==> config.mk <==
export PLATFORM = sky130hd
export DESIGN_NAME = shared_buffer_vc_queue_manager_flat
export DESIGN_NICKNAME = d
export VERILOG_FILES = /design/src/rtl/shared_buffer_vc_queue_manager_if.sv /design/src/rtl/shared_buffer_vc_queue_manager.sv /design/src/flat_wrapper.sv
export SDC_FILE = /design/constraint.sdc
export NUM_CORES = 1
export LEC_CHECK = 0
export BUFFER_PORTS_ARGS = -buffer_cell sky130_fd_sc_hd__buf_2
export CAP_MARGIN = 40
export CORE_ASPECT_RATIO = 1.4
export CORE_MARGIN = 10
export CORE_UTILIZATION = 35
export CTS_BUF_LIST = sky130_fd_sc_hd__clkbuf_4 sky130_fd_sc_hd__clkbuf_8 sky130_fd_sc_hd__clkbuf_16
export CTS_CLUSTER_DIAMETER = 50
export DETAILED_ROUTE_END_ITERATION = 7
export SYNTH_ARGS = -nofsm -noshare
export SYNTH_HDL_FRONTEND = slang
export SYNTH_SLANG_ARGS = --single-unit
==> constraint.sdc <==
create_clock -name clk -period 3.2 [get_ports clk]
set_input_delay 0.32 -clock clk [delete_from_list [all_inputs] [get_ports clk]]
set_output_delay 0.32 -clock clk [all_outputs]
set_load 0.1 [all_outputs]
==> src/rtl/shared_buffer_vc_queue_manager_if.sv <==
// Handshake bundle between the VC queue manager, its ingress/egress ports and the free-list tracker.
interface shared_buffer_vc_queue_manager_if #(
  parameter int memory_bank_depth = 32,
  parameter int num_vcs = 4
);
  localparam int addr_w = $clog2(memory_bank_depth);
  localparam int vc_w = (num_vcs > 1) ? $clog2(num_vcs) : 1;

  logic              wr_valid;
  logic [vc_w-1:0]   wr_vc;
  logic              wr_ready;
  logic [addr_w-1:0] mem_wr_addr;
  logic              rd_valid;
  logic [vc_w-1:0]   rd_vc;
  logic              rd_ready;
  logic [addr_w-1:0] mem_rd_addr;
  logic [addr_w-1:0] alloc_slot;
  logic              free_list_empty;
  logic              alloc_req;
  logic              release_valid;
  logic [addr_w-1:0] release_slot;
  logic [num_vcs-1:0] vc_empty;
  logic [num_vcs-1:0] vc_full;

  modport master (
    output wr_valid, wr_vc, rd_valid, rd_vc, alloc_slot, free_list_empty,
    input  wr_ready, mem_wr_addr, rd_ready, mem_rd_addr, alloc_req,
           release_valid, release_slot, vc_empty, vc_full
  );

  modport slave (
    input  wr_valid, wr_vc, rd_valid, rd_vc, alloc_slot, free_list_empty,
    output wr_ready, mem_wr_addr, rd_ready, mem_rd_addr, alloc_req,
           release_valid, release_slot, vc_empty, vc_full
  );
endinterface

==> src/rtl/shared_buffer_vc_queue_manager.sv <==
// Linked-list virtual-channel queues over a shared buffer bank, fed by an external free-list tracker.
//
// state  | meaning
// READY  | tracker alloc_slot is valid, a write may be accepted
// SETTLE | tracker is popping, alloc_slot not yet updated
module shared_buffer_vc_queue_manager #(
  parameter int memory_bank_depth = 32,
  parameter int num_vcs = 4,
  parameter int max_vc_slots = 16
) (
  input logic clk,
  input logic reset,
  shared_buffer_vc_queue_manager_if.slave bus
);
  localparam int addr_w = $clog2(memory_bank_depth);
  localparam int vc_w = (num_vcs > 1) ? $clog2(num_vcs) : 1;
  localparam int cnt_w = $clog2(max_vc_slots + 1);

  typedef enum logic {READY, SETTLE} state_t;
  state_t state_q, state_nxt;

  logic [addr_w-1:0]  head [num_vcs];
  logic [addr_w-1:0]  tail [num_vcs];
  logic [cnt_w-1:0]   count [num_vcs];
  logic [cnt_w-1:0]   count_nxt [num_vcs];
  logic [addr_w-1:0]  next_ptr [memory_bank_depth];
  logic [num_vcs-1:0] vc_empty_q, vc_full_q, wr_hit, rd_hit;
  logic               wr_go, rd_go, link_en;

  always_comb begin
    wr_go = reset && bus.wr_valid && (state_q == READY) && !bus.free_list_empty
            && !vc_full_q[bus.wr_vc];
    rd_go = reset && bus.rd_valid && !vc_empty_q[bus.rd_vc];
    state_nxt = READY;
    if (state_q == READY && wr_go) state_nxt = SETTLE;
    for (int v = 0; v < num_vcs; v++) begin
      wr_hit[v] = wr_go && (bus.wr_vc == vc_w'(v));
      rd_hit[v] = rd_go && (bus.rd_vc == vc_w'(v));
      count_nxt[v] = count[v] + cnt_w'(wr_hit[v]) - cnt_w'(rd_hit[v]);
    end
    // Linking is skipped when the write lands on an empty list or replaces its only entry;
    // the old tail slot may already belong to another VC.
    link_en = wr_go && (count[bus.wr_vc] != '0)
              && !(rd_go && (bus.rd_vc == bus.wr_vc) && (count[bus.wr_vc] == cnt_w'(1)));
  end

  always_ff @(posedge clk or negedge reset) begin
    if (!reset) state_q <= READY;
    else        state_q <= state_nxt;
  end

  always_ff @(posedge clk or negedge reset) begin
    if (!reset) begin
      for (int v = 0; v < num_vcs; v++) begin
        head[v]  <= '0;
        tail[v]  <= '0;
        count[v] <= '0;
      end
      for (int s = 0; s < memory_bank_depth; s++) next_ptr[s] <= '0;
      vc_empty_q <= '1;
      vc_full_q  <= '0;
    end else begin
      if (link_en) next_ptr[tail[bus.wr_vc]] <= bus.alloc_slot;
      for (int v = 0; v < num_vcs; v++) begin
        if (rd_hit[v]) head[v] <= next_ptr[head[v]];
        if (wr_hit[v]) begin
          tail[v] <= bus.alloc_slot;
          if ((count[v] == '0) || (rd_hit[v] && count[v] == cnt_w'(1)))
            head[v] <= bus.alloc_slot;
        end
        count[v]      <= count_nxt[v];
        vc_empty_q[v] <= (count_nxt[v] == '0);
        vc_full_q[v]  <= (count_nxt[v] == cnt_w'(max_vc_slots));
      end
    end
  end

  assign bus.wr_ready      = wr_go;
  assign bus.alloc_req     = wr_go;
  assign bus.mem_wr_addr   = bus.alloc_slot;
  assign bus.rd_ready      = rd_go;
  assign bus.release_valid = rd_go;
  assign bus.mem_rd_addr   = head[bus.rd_vc];
  assign bus.release_slot  = head[bus.rd_vc];
  assign bus.vc_empty      = vc_empty_q;
  assign bus.vc_full       = vc_full_q;
endmodule

==> src/flat_wrapper.sv <==
// flat-port wrapper written by rule: the top's interface ports become plain ports
module shared_buffer_vc_queue_manager_flat 
#(
  parameter int memory_bank_depth = 32,
  parameter int num_vcs = 4,
  parameter int max_vc_slots = 16
)
  (clk, reset, bus_wr_valid, bus_wr_vc, bus_rd_valid, bus_rd_vc, bus_alloc_slot, bus_free_list_empty, bus_wr_ready, bus_mem_wr_addr, bus_rd_ready, bus_mem_rd_addr, bus_alloc_req, bus_release_valid, bus_release_slot, bus_vc_empty, bus_vc_full);
  shared_buffer_vc_queue_manager_if #(.memory_bank_depth(memory_bank_depth), .num_vcs(num_vcs)) bus_i ();
  input logic clk;
  input logic reset;
  input wire logic [$bits(bus_i.wr_valid)-1:0] bus_wr_valid;
  input wire logic [$bits(bus_i.wr_vc)-1:0] bus_wr_vc;
  input wire logic [$bits(bus_i.rd_valid)-1:0] bus_rd_valid;
  input wire logic [$bits(bus_i.rd_vc)-1:0] bus_rd_vc;
  input wire logic [$bits(bus_i.alloc_slot)-1:0] bus_alloc_slot;
  input wire logic [$bits(bus_i.free_list_empty)-1:0] bus_free_list_empty;
  output wire logic [$bits(bus_i.wr_ready)-1:0] bus_wr_ready;
  output wire logic [$bits(bus_i.mem_wr_addr)-1:0] bus_mem_wr_addr;
  output wire logic [$bits(bus_i.rd_ready)-1:0] bus_rd_ready;
  output wire logic [$bits(bus_i.mem_rd_addr)-1:0] bus_mem_rd_addr;
  output wire logic [$bits(bus_i.alloc_req)-1:0] bus_alloc_req;
  output wire logic [$bits(bus_i.release_valid)-1:0] bus_release_valid;
  output wire logic [$bits(bus_i.release_slot)-1:0] bus_release_slot;
  output wire logic [$bits(bus_i.vc_empty)-1:0] bus_vc_empty;
  output wire logic [$bits(bus_i.vc_full)-1:0] bus_vc_full;
  assign bus_i.wr_valid = bus_wr_valid;
  assign bus_i.wr_vc = bus_wr_vc;
  assign bus_i.rd_valid = bus_rd_valid;
  assign bus_i.rd_vc = bus_rd_vc;
  assign bus_i.alloc_slot = bus_alloc_slot;
  assign bus_i.free_list_empty = bus_free_list_empty;
  assign bus_wr_ready = bus_i.wr_ready;
  assign bus_mem_wr_addr = bus_i.mem_wr_addr;
  assign bus_rd_ready = bus_i.rd_ready;
  assign bus_mem_rd_addr = bus_i.mem_rd_addr;
  assign bus_alloc_req = bus_i.alloc_req;
  assign bus_release_valid = bus_i.release_valid;
  assign bus_release_slot = bus_i.release_slot;
  assign bus_vc_empty = bus_i.vc_empty;
  assign bus_vc_full = bus_i.vc_full;
  shared_buffer_vc_queue_manager #(.memory_bank_depth(memory_bank_depth), .num_vcs(num_vcs), .max_vc_slots(max_vc_slots)) u_core (.clk(clk), .reset(reset), .bus(bus_i));
endmodule
==> Flow_metrics.wiki, run 1 <==
{| class="wikitable"
! Metric !! Value
|-
| Number of detailed-routing iterations run before antenna repair || 6
|-
| Final setup violating endpoints || 0
|-
| Total die area || around 0.053 mm²
|-
| Detail Route Antenna Nets || 0
|-
| Clock Sinks || approximately 230
|-
| Post-Route Skew || about 28 ps
|-
| Clock tree from TritonCTS || built
|-
| Endpoint arrival time on the critical path || 3390 ps
|-
| Vias in the first global route || approximately 12000
|-
| Startpoint of the lowest-slack register-to-register path || u_core.bus.vc_empty[0]
|-
| Detailed-placement wirelength estimate || ~37000 µm
|-
| Number of unique standard cell types used by synthesis || 59
|-
| Worst min-delay path class || input port to flop
|-
| Unrepaired setup endpoints after global routing || no
|-
| Commonest non-fill, non-tap cells in the layout || sky130_fd_sc_hd__dfrtp_1 (214), sky130_fd_sc_hd__mux2_2 (192), sky130_fd_sc_hd__mux4_2 (131)
|-
| Total of cells resized after clock tree synthesis || 0
|-
| Pin count of the biggest net entering global routing || about 130
|-
| M3 GR Usage || ~2.6%
|-
| Min cycle time layout || just under 3000 ps
|-
| Category of the critical setup timing path || flop to flop
|-
| Number of buffers inserted by post-CTS setup repair || 0
|-
| Insertion delay of the later-clocked pin in the worst-skew pair || 590 ps
|-
| Met2 usage || around a third
|-
| Drt total wl || approximately 50000 µm
|-
| Path depth of the worst reg2reg path || 6
|-
| Count of boundary I/O pins || 41
|-
| Number of flops mapped to enable cells by yosys || 0
|-
| Worst slew pin tran || about 850 ps
|-
| Average size of a mapped cell || between 10 and 15 µm²
|-
| Final worst path period share || about nine tenths
|-
| Antenna cells || 0
|-
| Detailed-route vias per instance || roughly 6
|-
| Capturing point of the worst reg2reg path || u_core.next_ptr[123]
|-
| Via count || 11500
|-
| Most heavily used metal layer in global routing || met2
|-
| Number of max-cap violations || 0
|-
| Width of the die || a little under 200 µm
|-
| Post-synth top flop || sky130_fd_sc_hd__dfrtp_1
|-
| Global-route met1 utilization || a little under a quarter
|-
| Gp weighted congestion || a little over 1
|-
| Max H-tree Level || 1
|-
| CP endpoint kind || flop
|-
| Setup slack of the worst register-to-register path || about 260 ps
|-
| Leading cell type in the layout, fill and taps excluded || sky130_fd_sc_hd__dfrtp_1
|-
| Total of warnings raised by yosys || 0
|-
| Highest clock frequency the design can meet || about 340 MHz
|-
| Sum of internal, switching and leakage power || 15800 µW
|-
| Required time at the endpoint of the critical path || 3650 ps
|-
| DR iter-0 viols || roughly 1100
|-
| Layout Cell Area excl Fill || approximately 0.018 mm²
|-
| Longest Clk Path Bufs || 3
|-
| Effective utilization at floorplan || between 30% and 40%
|-
| Die Height || approximately 270 µm
|-
| Cell Area, Synth || ~0.015 mm²
|-
| Startpoint types || flop
|-
| Area growth syn-to-layout || 14.3%
|-
| CP Launch Point || u_core.bus.vc_empty[0]
|-
| Synthesized instance count || around 1300
|-
| Post-synthesis sequential element count || around 230
|-
| Worst-case vdd ir drop || ~0.00068 V
|-
| IO Port Bufs || 40
|-
| Global-route usage over all layers || between 10% and 20%
|-
| Async set or reset register ratio after synthesis || 100%
|-
| End of the critical path || u_core.next_ptr[123]
|-
| Number of nets in the synthesized netlist || 1317
|-
| Overflow left after global routing || 0
|-
| Site row count || between 90 and 100
|-
| Placement Cell Area || between 0.015 and 0.02 mm²
|-
| TritonCTS buffer count || 31
|-
| Slew Viols, Final || 0
|-
| Global-route wire length before repair || 76600 µm
|-
| Clock transition at the registers of the reported paths || 60 ps
|-
| Leakage power || between 0.007 and 0.008 µW
|-
| Number of buffers inserted for hold repair after clock tree synthesis || 1
|-
| Final hold vios || 0
|-
| Worst Path Max Fanout || 8
|-
| Relative slew slack || between 40% and 50%
|-
| Core Region || approximately 0.044 mm²
|-
| DRC Markers || 0
|-
| Clock root buffer || sky130_fd_sc_hd__clkbuf_16
|-
| Total power per unit cell area || around 890 mW/mm²
|-
| Share of the yosys chip area belonging to registers || between 30% and 40%
|-
| Ratio of cells with drive above 1 in the final layout || 39.7%
|-
| Routed wire length per instance || around 27 µm
|-
| Net count of the finished layout || approximately 1400
|-
| Initial antenna violation count || 0
|-
| Setup_tns || 0 ps
|-
| Result of the run || complete, no violations
|}
where the power goes:
group          internal, µW  switching (µW)  total, µW  leakage (µW)
logic                  3180            3810       6990       0.00393
clock network          2110            1450       3560      0.000508
registers              3690            1520       5210       0.00302
total                  8980            6790      15800       0.00746
Yosys cell counts, types with 4 or more instances:
cell type	count	share of area, %
sky130_fd_sc_hd__mux2i_1	96	6.2
sky130_fd_sc_hd__nand2b_1	11	0.45
sky130_fd_sc_hd__mux4_2	131	19
sky130_fd_sc_hd__buf_1	9	0.22
sky130_fd_sc_hd__dfrtp_1	225	36
sky130_fd_sc_hd__o22ai_1	4	0.16
sky130_fd_sc_hd__a21oi_1	32	1.0
sky130_fd_sc_hd__nor2_1	54	1.3
sky130_fd_sc_hd__a31oi_1	14	0.57
sky130_fd_sc_hd__a22oi_1	10	0.49
sky130_fd_sc_hd__or4_1	4	0.19
sky130_fd_sc_hd__and2_0	7	0.28
sky130_fd_sc_hd__a2111oi_4	4	0.71
sky130_fd_sc_hd__nor3b_1	4	0.19
sky130_fd_sc_hd__mux2_2	192	14
sky130_fd_sc_hd__nand3_1	27	0.88
sky130_fd_sc_hd__buf_2	22	0.71
sky130_fd_sc_hd__o2111ai_1	13	0.74
sky130_fd_sc_hd__nor3_1	9	0.29
sky130_fd_sc_hd__buf_4	12	0.58
sky130_fd_sc_hd__nor4_1	9	0.36
sky130_fd_sc_hd__a221oi_1	8	0.45
sky130_fd_sc_hd__nor2b_1	16	0.65
sky130_fd_sc_hd__xnor2_1	9	0.51
sky130_fd_sc_hd__nand4_1	17	0.69
sky130_fd_sc_hd__nand2_1	102	2.5
sky130_fd_sc_hd__fa_1	4	0.52
sky130_fd_sc_hd__xor2_1	9	0.51
sky130_fd_sc_hd__nand3b_1	7	0.34
sky130_fd_sc_hd__o21a_1	4	0.19
sky130_fd_sc_hd__a211oi_1	8	0.39
sky130_fd_sc_hd__a41oi_1	4	0.23
sky130_fd_sc_hd__and3_1	4	0.16
sky130_fd_sc_hd__dfstp_2	4	0.68
sky130_fd_sc_hd__a21o_1	5	0.24
sky130_fd_sc_hd__o21ai_0	20	0.65
sky130_fd_sc_hd__ha_1	23	1.9
sky130_fd_sc_hd__clkbuf_1	74	1.8
sky130_fd_sc_hd__inv_1	37	0.90
per-layer routing:
layer	vias to the layer above	wire length [µm]
li1	4952	-
met1	5908	19100
met2	545	25300
met3	138	3190
met4	0	2880
met5	-	0
sequential cells by signal, summed over array words and instances (netlist names):
signal	count
u_core.bus.vc_empty	4
u_core.bus.vc_full	4
u_core.count	20
u_core.head	20
u_core.next_ptr	160
u_core.state_q	1
u_core.tail	20
per-stage QoR:
step	hold WS, ps	std cells	setup WS [ps]	utilization (%)
after floorplan	24.4	1276	38.7	-
after global placement	432	1844	289	37.8
after detailed placement	442	1846	243	37.8
after CTS	227	1904	240	40.3
after global routing	295	1905	151	40.3
final	245	1905	260	40.3
cells by family after synthesis:
family                     synth area share, %
adders and majority gates                 2.38
muxes                                     39.3
DFF                                       37.1
buffers and inverters                     4.29
AOI/OAI and AO/OA                         6.94
and+or+nand+nor                           8.89
xor gates and xnor gates                  1.02
worst min path at each step:
stage                            startpoint                     to  slack (ps)  cells after the start
after global routing      bus_alloc_slot[1]         u_core.head[1]         300                      3
after global placement                reset        u_core.count[4]         430                      2
final                          bus_wr_vc[1]         u_core.tail[7]         240                      3
after detailed placement              reset        u_core.count[4]         440                      2
after CTS                      bus_wr_vc[1]         u_core.tail[7]         230                      3
after floorplan                       reset  u_core.bus.vc_full[0]          20                      0
critical path, stage by stage, from the launching register on:
cell and delay [ps]:
sky130_fd_sc_hd__dfstp_2 560, sky130_fd_sc_hd__mux2_2 150, sky130_fd_sc_hd__a2bb2oi_1 360, sky130_fd_sc_hd__o31ai_4 200
sky130_fd_sc_hd__a2111oi_4 730, sky130_fd_sc_hd__and2_0 430, sky130_fd_sc_hd__mux2_2 380
final cells by class:
type	instances	area [µm²]
clock buffer	35	818
clock inverter	22	239
fill	4113	26200
inverter	40	150
multi-input combinational	890	9050
sequential	229	5750
tap	558	698
timing repair buffer	131	946
No activity file was read; power rests on OpenSTA's default activity.
==> inputs of run 2 (changes only) <==
- BUFFER_PORTS_ARGS: -buffer_cell sky130_fd_sc_hd__buf_2 -> unset
- DONT_BUFFER_PORTS: unset -> 1
- TNS_END_PERCENT: unset -> 50
==> run 2 against run 1 <==
  * The run now ends with hold timing left
  * Sequential share of layout area is 0.33 points higher
  * Hold slack worse by 780 ps
  * Maximum frequency is 3.2% higher
  * Highest routed layer unchanged
  * Wire length hardly changed
  * Largest cell class unchanged
  * Worst setup slack better by 91 ps
  * Cell area is 1.0% lower
  * Count of clock-buffer cells in the layout is 5 higher
  * Power is 0.26% higher
  * Flip-flop and latch count stayed put
==> Flow_metrics.wiki, run 2 (same netlist as run 1, synthesis figures left out) <==
{| class="wikitable"
! Metric !! Value
|-
| Result of the run || finished with violations
|-
| Violated checks || hold timing
|-
| Unrepaired setup endpoints after global routing || no
|-
| Leading cell type in the layout, fill and taps excluded || sky130_fd_sc_hd__dfrtp_1
|-
| Switching power total || 6620 µW (-2.4%)
|-
| Global-route usage over all layers || 19.1% (+0.034 points)
|-
| Clock Sinks || 229 (unchanged)
|-
| Required time at the endpoint of the critical path || 2880 ps (-770 ps)
|-
| Setup_tns || 0 ps (unchanged)
|-
| Endpoint arrival time on the critical path || 2530 ps (-860 ps)
|-
| Sw Share || 41.9% (-1.1 points)
|-
| Worst-case vdd ir drop || 0.000646 V (-5.5%)
|-
| CP endpoint kind || primary output
|-
| Leakage power || 0.00729 µW (-2.2%)
|-
| Max H-tree Level || 1 (unchanged)
|-
| Worst hold margin || -535 ps (-780 ps)
|-
| Slew Viols, Final || 0 (unchanged)
|-
| Final worst path period share || 89.0% (-2.9 points)
|-
| Via count || 11500 (-0.20%)
|-
| Internal power summed over all cells || 9180 µW (+2.3%)
|-
| Antenna cells || 0 (unchanged)
|-
| Number of detailed-routing iterations run before antenna repair || 8 (+2)
|-
| Final instance count without filler cells || 1850 (-2.9%)
|-
| Worst min-delay path class || input port to asynchronous set/reset pin
|-
| Routed wire length per instance || 27.3 µm (+3.0%)
|-
| Number of instances in the placed design || 1790 (-3.0%)
|-
| Global-route wire length before repair || 76900 µm (+0.41%)
|-
| Number of buffers inserted by post-CTS setup repair || 0 (unchanged)
|-
| Reg with most FFs || u_core.next_ptr
|-
| Core Region || 0.0438 mm² (unchanged)
|-
| Initial antenna violation count || 0 (unchanged)
|-
| Clock root buffer || sky130_fd_sc_hd__clkbuf_16
|-
| Detail Route Antenna Nets || 0 (unchanged)
|-
| Area growth syn-to-layout || 13.2%
|-
| Gate power share || 44.2% (about the same)
|-
| Worst slew pin tran || 950 ps (+97.5 ps)
|-
| DRC Markers || 0 (unchanged)
|-
| Total of cells resized after clock tree synthesis || 0 (unchanged)
|-
| Final setup violating endpoints || 0 (unchanged)
|-
| Post-Route Skew || 16.8 ps (-11.1 ps)
|-
| Worst Path Max Fanout || 22 (+14)
|-
| Startpoint types || flop
|-
| Reg power frac || 32.5% (-0.6 points)
|-
| Site row count || 91 (unchanged)
|-
| TritonCTS buffer count || 30 (-3.2%)
|-
| Width of the die || 198 µm (unchanged)
|-
| Number of max-cap violations || 0 (unchanged)
|-
| Layout Cell Area excl Fill || 0.0175 mm² (-1.0%)
|-
| Insertion delay of the later-clocked pin in the worst-skew pair || 570 ps (-20 ps)
|-
| Clk pwr share || 23.3% (+0.7 points)
|-
| IO Port Bufs || 0 (-100%)
|-
| Number of buffers inserted for hold repair after clock tree synthesis || 5 (+4)
|-
| Highest clock frequency the design can meet || 351 MHz (+3.2%)
|-
| Relative slew slack || 36.6% (-6.6 points)
|-
| DR iter-0 viols || 1094 (-4.2%)
|-
| Clock tree from TritonCTS || built
|-
| Gp weighted congestion || 0.967 (-4.8%)
|-
| Longest Clk Path Bufs || 3 (unchanged)
|-
| Net count of the finished layout || 1310 (-4.0%)
|-
| Die Height || 269 µm (unchanged)
|-
| Pin count of the biggest net entering global routing || 233 (+74%)
|-
| Count of boundary I/O pins || 41 (unchanged)
|-
| Min cycle time layout || 2850 ps (-91.4 ps)
|-
| Largest register FFs || 160 (unchanged)
|-
| Vias in the first global route || 11900 (-0.36%)
|-
| Category of the critical setup timing path || flop to primary output
|-
| Total die area || 0.0530 mm² (unchanged)
|-
| Total power per unit cell area || 904 mW/mm² (+1.3%)
|-
| Drt total wl || 50500 µm (about the same)
|-
| Final hold vios || 229 (+229)
|-
| Placement Cell Area || 0.0163 mm² (-1.8%)
|-
| Effective utilization at floorplan || 35.2% (unchanged)
|-
| Overflow left after global routing || 0 (unchanged)
|-
| Clock transition at the registers of the reported paths || 60 ps (about the same)
|-
| Detailed-placement wirelength estimate || 35600 µm (-2.7%)
|-
| Commonest non-fill, non-tap cells in the layout || sky130_fd_sc_hd__dfrtp_1 (214), sky130_fd_sc_hd__mux2_2 (192), sky130_fd_sc_hd__mux4_2 (131)
|-
| Ratio of cells with drive above 1 in the final layout || 37.4% (-2.3 points)
|-
| Detailed-route vias per instance || 6.23 (+2.8%)
|}
-- run 2: cell count changes in the layout (fill, tap and decap cells not counted), moves of 3 or more --
cell and delta:
sky130_fd_sc_hd__clkinv_2 -3, sky130_fd_sc_hd__buf_2 -39, sky130_fd_sc_hd__clkbuf_8 +4, sky130_fd_sc_hd__buf_12 +6, sky130_fd_sc_hd__clkinvlp_4 -5, sky130_fd_sc_hd__buf_4 -18
-- run 2: worst max-delay path, cell delays in order, from the launching register on --
cell and delay [ps]:
sky130_fd_sc_hd__dfrtp_2 830, sky130_fd_sc_hd__buf_4 350, sky130_fd_sc_hd__mux4_2 280, sky130_fd_sc_hd__buf_4 480
-- run 2: power groups by stage --
| stage | Clock, µW | Sequential, µW | Combinational [µW] |
|---|---|---|---|
| floorplan | 0 | 4450 | 5430 |
| global placement | 0 | 5130 | 6680 |
| detailed placement | 0 | 5140 | 6840 |
| CTS | 3750 | 5090 | 6930 |
| global route | 3880 | 5240 | 7400 |
| finish | 3690 | 5130 | 6990 |
-- run 2: area by class of cell --
type / instances / area (µm²)
fillers: 4137 / 26400
well taps: 558 / 698
inverters: 40 / 150
flip-flops and latches: 229 / 5750
clock buffers: 40 / 881
clock inverters: 15 / 214
repair buffers: 78 / 731
multi-input cells: 890 / 9050
-- run 2: stage by stage --
step	hold WS [ps]	setup WS (ps)	total power, µW	util (%)
2_1_floorplan	24.4	38.7	9880	-
3_3_place_gp	43.4	366	11800	37.0
3_5_place_dp	40.9	408	12000	37.1
4_1_cts	-566	324	15800	39.9
5_1_grt	-554	196	16500	39.9
6_report	-535	351	15800	39.9
-- run 2: worst paths after layout --
path                                         from             endpoint  slack (ps)  cells past startpoint
worst max-delay path              u_core.head[15]  bus_release_slot[0]         350                      3
worst max register to register   u_core.count[16]   u_core.next_ptr[4]         360                      6
min in group clk                bus_alloc_slot[2]       u_core.tail[7]          50                      2
worst min-delay path                        reset  u_core.next_ptr[96]        -540                      0
max in group asynchronous                   reset      u_core.head[17]        3180                      0
worst min register to register     u_core.tail[8]       u_core.tail[8]         480                      2
-- run 2: routing by layer --
metal | global-route usage, % | wire (µm) | vias to the layer above
met4 | 11.5 | 3110 | 0
met3 | 3.37 | 3800 | 159
met5 | 0 | 0 | -
li1 | - | - | 4837
met2 | 32.4 | 25100 | 564
met1 | 22.2 | 18400 | 5960
